[src/rtl/pc_unit_pkg.sv]
// Shared CPU package: next-PC select codes, PC FSM states
// and the default reset vector.
package pc_unit_pkg;

  typedef enum logic [1:0] {
    PCS_ALU    = 2'b00,
    PCS_ALUOUT = 2'b01,
    PCS_JUMP   = 2'b10,
    PCS_HOLD   = 2'b11
  } pcsrc_e;

  typedef enum logic [1:0] {
    ST_RUN    = 2'b00,
    ST_HALTED = 2'b01,
    ST_ERROR  = 2'b10
  } pc_state_e;

  localparam logic [31:0] DEFAULT_RESET_PC = 32'h0000_0000;

endpackage

[src/rtl/pc_next_mux.sv]
// Combinational next-PC select: ALU result, registered ALU
// result, pseudo-direct jump target or hold.
module pc_next_mux
  import pc_unit_pkg::*;
(
  input  pcsrc_e      pc_src,
  input  logic [31:0] alu_result,
  input  logic [31:0] alu_out,
  input  logic [31:0] pc,
  input  logic [25:0] jump_field,
  output logic [31:0] next_pc
);

  always_comb begin
    next_pc = pc;
    unique case (pc_src)
      PCS_ALU:    next_pc = alu_result;
      PCS_ALUOUT: next_pc = alu_out;
      PCS_JUMP:   next_pc = {pc[31:28], jump_field, 2'b00};
      PCS_HOLD:   next_pc = pc;
      default:    next_pc = pc;
    endcase
  end

endmodule

[src/rtl/pc_unit.sv]
// Program counter with load qualification, alignment check,
// halt/error FSM and a saturating accepted-load counter.
module pc_unit
  import pc_unit_pkg::*;
#(
  parameter logic [31:0] RESET_PC = DEFAULT_RESET_PC,
  parameter int unsigned CNT_W    = 16
) (
  input  logic             clk,
  input  logic             reset,
  input  logic             PCWrite,
  input  logic             PCWriteCond,
  input  logic [1:0]       PCSource,
  input  logic             halt,
  input  logic [31:0]      alu_result,
  input  logic             alu_zero,
  input  logic [25:0]      jump_field,
  output logic [31:0]      pc,
  output logic [31:0]      alu_out,
  output logic             branch_taken,
  output logic             pc_err,
  output logic             halted,
  output logic [CNT_W-1:0] load_count
);

  pc_state_e        state_q, state_d;
  logic [31:0]      pc_q, pc_d;
  logic [31:0]      alu_out_q, alu_out_d;
  logic             br_q, br_d;
  logic             err_q, err_d;
  logic [CNT_W-1:0] cnt_q, cnt_d;

  logic [31:0] next_pc;
  logic        load_req;
  logic        cond_take;

  pc_next_mux u_mux (
    .pc_src     (pcsrc_e'(PCSource)),
    .alu_result (alu_result),
    .alu_out    (alu_out_q),
    .pc         (pc_q),
    .jump_field (jump_field),
    .next_pc    (next_pc)
  );

  assign cond_take = PCWriteCond & alu_zero;
  assign load_req  = PCWrite | cond_take;

  always_comb begin
    state_d   = state_q;
    pc_d      = pc_q;
    alu_out_d = alu_result;
    br_d      = 1'b0;
    err_d     = err_q;
    cnt_d     = cnt_q;
    case (state_q)
      ST_RUN: begin
        if (halt) begin
          state_d = ST_HALTED;
        end else if (load_req) begin
          if (next_pc[1:0] != 2'b00) begin
            err_d   = 1'b1;
            state_d = ST_ERROR;
          end else begin
            pc_d = next_pc;
            br_d = cond_take & ~PCWrite;
            if (cnt_q != {CNT_W{1'b1}})
              cnt_d = cnt_q + CNT_W'(1);
          end
        end
      end
      ST_HALTED: state_d = ST_HALTED;
      ST_ERROR:  state_d = ST_ERROR;
      default:   state_d = ST_ERROR;
    endcase
  end

  always_ff @(posedge clk) begin
    if (reset) begin
      state_q   <= ST_RUN;
      pc_q      <= RESET_PC;
      alu_out_q <= '0;
      br_q      <= 1'b0;
      err_q     <= 1'b0;
      cnt_q     <= '0;
    end else begin
      state_q   <= state_d;
      pc_q      <= pc_d;
      alu_out_q <= alu_out_d;
      br_q      <= br_d;
      err_q     <= err_d;
      cnt_q     <= cnt_d;
    end
  end

  assign pc           = pc_q;
  assign alu_out      = alu_out_q;
  assign branch_taken = br_q;
  assign pc_err       = err_q;
  assign halted       = (state_q == ST_HALTED);
  assign load_count   = cnt_q;

endmodule
[config.mk]
export PLATFORM = sky130hd
export DESIGN_NAME = pc_unit
export DESIGN_NICKNAME = d
export VERILOG_FILES = /design/src/rtl/pc_unit_pkg.sv /design/src/rtl/pc_next_mux.sv /design/src/rtl/pc_unit.sv
export SDC_FILE = /design/constraint.sdc
export NUM_CORES = 1
export LEC_CHECK = 0
export CORE_ASPECT_RATIO = 0.7
export CORE_MARGIN = 3
export CORE_UTILIZATION = 45
export DETAILED_ROUTE_END_ITERATION = 6
export DONT_BUFFER_PORTS = 1
export PLACE_DENSITY = 0.6
export SYNTH_ARGS = -nofsm -noshare
export SYNTH_HDL_FRONTEND = slang
export SYNTH_SLANG_ARGS = --single-unit
[constraint.sdc]
create_clock -name clk -period 1.6 [get_ports clk]
set_input_delay 0.08 -clock clk [delete_from_list [all_inputs] [get_ports clk]]
set_output_delay 0.08 -clock clk [all_outputs]
set_load 0.02 [all_outputs]
==> metrics.md <==
| Metric | Value |
|---|---|
| Reg area | around 1700 um2 |
| Reg-to-Reg Start | state_q[1]$_SDFFE_PP0P_ |
| # setup viols final | 39 |
| Register area share after synthesis | a little under half |
| Syn. warnings | 0 |
| Total power | around 5.0 mW |
| Initial core utilization | between 40 and 50% |
| Final hold viol count | 0 |
| Worst VDD drop | approximately 0.78 mV |
| Clock Skews | 0.007205 ns |
| Worst Setup End Kind | register |
| Startpoint class of the critical path | register |
| Hold_sp | jump_field[16] |
| Async SR Flop Fraction | 0% |
| Final ANT Viol Nets | 0 |
| Total GRT Usage | 24.60% |
| Seq cells post-synth | 84 |
| Layout cells sized above 1 | between 20% and 30% |
| Synthesized Nets | approximately 460 |
| CTS tree | done |
| Initial antenna violation count | 0 |
| Post-route setup slack | -0.1054 ns |
| Slew @ Worst Pin | ~0.43 ns |
| Multi-input combinational cell area | between 2000 and 2500 um2 |
| Largest family of logic cells by synthesized area | simple AND/OR/NAND/NOR gates |
| Worst min path class | input pin to register |
| Root Buffer | clkbuf_16 |
| Ports | around 150 |
| CTS clk-pin slew, worst paths | 0.06 ns |
| Core ar. | approximately 7600 um2 |
| Die H | roughly 81 um |
| Post-Synth XOR/XNOR Area | 0.7219% |
| First-pass GRT wire length | 17550 um |
| Row count | 26 |
| Mapped Avg Cell Area | roughly 9.3 um2 |
| Synth unique cells | 48 |
| Power per cell area | around 900 nW/um2 |
| Critical Path Fanout Max | 6 |
| CTS buffer count | 9 |
| Clk buf depth | 2 |
| Critical path class | register to register |
| Synth Flop Type | dfxtp_1 |
| Clk_lat worst skew | ~0.33 ns |
| Tcrit/Tclk final | 106.6% |
| Port bufs | 0 |
| Fraction of the mapped netlist area in simple logic gates | approximately a quarter |
| Run status | complete, but fails checks |
| Vias per std cell | roughly 5.6 |
| Die Wd | ~110 um |
| Nets | about 580 |
| 1st-iter DRT viols | between 200 and 250 |
| Largest net degree at the start of global routing | 66 |
| Fmax | between 500 and 600 MHz |
| Worst Path Required | approximately 1.9 ns |
| Synth area leaders | dfxtp_1 (46%), mux2i_1 (8.8%), nor2_1 (7.5%) |
| Met3 Usage GRT | 9.680% |
| Via count | approximately 3400 |
| DP Wirelength | 6873 um |
| Met1 Use GR | between 30% and 40% |
| TritonRoute pass-1 iters | 4 |
| Synth Area in Compound Gates | 14.85% |
| Slew headroom | slightly above 70% |
| Leading area contributor after synthesis | dfxtp_1 |
| H-tree level count | 3 |
| Worst Setup SP | state_q[1]$_SDFFE_PP0P_ |
| Data arrival, critical path | approximately 2.0 ns |
| RD Place Congestion | about 0.85 |
| CTS Sinks | 84 |
| Syn Inst Count | around 400 |
| Die Footprint | between 9000 and 10000 um2 |
| Vias in the first global route | around 3400 |
| Fin. max-slew vios | 0 |
| GR Overflow Total | 0 |
| RSZ-0062 raised after global routing | yes |
| Yosys top cell area share | 46.20% |
| Post-synth EDFFs | 0 |
| Layout area overhead | 52.73% |
| Leak Pwr | between 2 and 2.5 nW |
| Top Usage Layer GRT | met2 |
| Max_cap viols | 0 |
| Fin crit period | 1.705 ns |
| Total Wirelength | about 12000 um |
| Post-synthesis mux area share | between 10% and 20% |
| Ant. Diodes | 0 |
| Fillcell total | around 540 |
| Synthesized area | roughly 3600 um2 |
| Routed wire length per instance | just under 20 um |
| DRC Markers | 0 |
| Adder-Cell Fraction of Synth Area | less than 1% |
| GR Util met2 | between 30 and 40% |
| Post-Place Setup Slack | -0.1094 ns |
| Failing checks | setup timing |
## worst max-delay path: stages (launching register included)
cell and delay [ns]:
dfxtp_2 0.34, or4_4 0.59, nor2_4 0.16, buf_12 0.14, clkbuf_16 0.15, nor2_1 0.04
a211oi_1 0.20
## where the power goes
group | switching [mW] | total [mW] | leakage [nW] | internal [mW]
Clock | 0.811 | 1.99 | 0.138 | 1.18
Combinational | 0.295 | 0.672 | 1.37 | 0.377
Sequential | 0.175 | 2.35 | 0.696 | 2.18
## synth_stat cells (2+ instances only)
library cell	count
and4_1	3
nand2_1	6
nand3_1	6
a21oi_1	36
or3_1	2
a211oi_1	26
o21a_1	2
xor2_1	3
buf_4	2
a211oi_2	5
nor4_1	5
nor3_1	6
mux2_2	3
nor2_1	73
o2111ai_1	2
buf_2	7
o21ai_0	2
buf_6	3
and3_1	3
dfxtp_1	84
inv_1	5
clkbuf_1	12
nand4_1	2
mux2i_1	32
nor2b_1	37
## layout make-up
cell class / instances / share of cell area, %
multi-input combinational: 276 / 37.23
sequential: 84 / 30.83
timing repair buffer: 133 / 24.35
clock buffer: 14 / 4.952
tap: 98 / 2.206
inverter: 5 / 0.3376
clock inverter: 1 / 0.09003
## sequential cells by signal, summed over array words and instances, names as in the netlist
| signal | count |
|---|---|
| alu_out | 32 |
| branch_taken | 1 |
| load_count | 16 |
| pc | 32 |
| pc_err | 1 |
| state_q | 2 |
## layout by cell type, fill, tap and decap left out, types with 2 or more instances in the layout
cell type / count
a211oi_1: 16
mux2_4: 4
nand3_1: 4
nor2_4: 2
dfxtp_2: 5
buf_6: 8
dfxtp_1: 72
buf_8: 3
nor3_1: 4
nand2_1: 6
clkbuf_16: 13
a21oi_1: 36
o21a_1: 2
dfxtp_4: 7
and3_1: 2
nor2_1: 69
nand4_1: 2
clkbuf_1: 3
nor4_4: 4
xor2_1: 3
inv_1: 5
nor3_4: 2
mux2i_1: 32
o21ai_0: 2
buf_16: 2
a211oi_2: 14
nor4b_4: 2
nor2b_1: 36
nor2_2: 3
buf_4: 45
and4_1: 2
buf_12: 3
or3_1: 2
dlygate4sd3_1: 69
## metal layers
| layer | part of all wire [%] | vias to the layer above |
|---|---|---|
| met5 | 0 | - |
| met4 | 1.2 | 0 |
| met3 | 12 | 13 |
| met2 | 45 | 159 |
| met1 | 42 | 1605 |
| li1 | - | 1618 |
## logic make-up (layout without fill, tap and decap cells)
family / Yosys count / after routing
muxes: 36 / 36
buffers and inverters: 30 / 153
and+or+nand+nor: 156 / 156
xor gates and xnor gates: 3 / 3
DFF: 84 / 84
adders and majority gates: 1 / 1
AOI/OAI and AO/OA: 80 / 80
## path summary, 6_finish.rpt
| path | end | slack, ns | cells after the start |
|---|---|---|---|
| max | pc[15]$_SDFFE_PP0P_ | -0.11 | 6 |
| min | pc[18]$_SDFFE_PP0P_ | 0.02 | 2 |
| min reg2reg | pc[14]$_SDFFE_PP0P_ | 0.59 | 2 |
| max reg2reg | pc[15]$_SDFFE_PP0P_ | -0.11 | 6 |
## repair_timing
item                       in CTS  in global routing
setup endpoints to repair      45                 46
gates resized for setup        29                 19
cloned                          1                  5
hold endpoints to repair       80                  0
pin swaps                      11                 26
hold buffers                   70                  0
buffers inserted                6                  3
## through the flow
| step | hold slack, ns | TNS [ns] | utilization (%) | instance area, um2 | cells |
|---|---|---|---|---|---|
| floorplan | 0.1567 | -0.4136 | - | 3737 | 390 |
| global placement | 0.1508 | -1.324 | 54.04 | 4096 | 511 |
| detailed placement | 0.1505 | -2.267 | 54.04 | 4096 | 511 |
| CTS | 0.0001843 | -1.878 | 70.35 | 5333 | 603 |
| global route | 0.007828 | -4.656 | 73.34 | 5559 | 611 |
| finish | 0.01667 | -2.629 | 73.34 | 5559 | 611 |
Power figures use the tool's default switching activity.
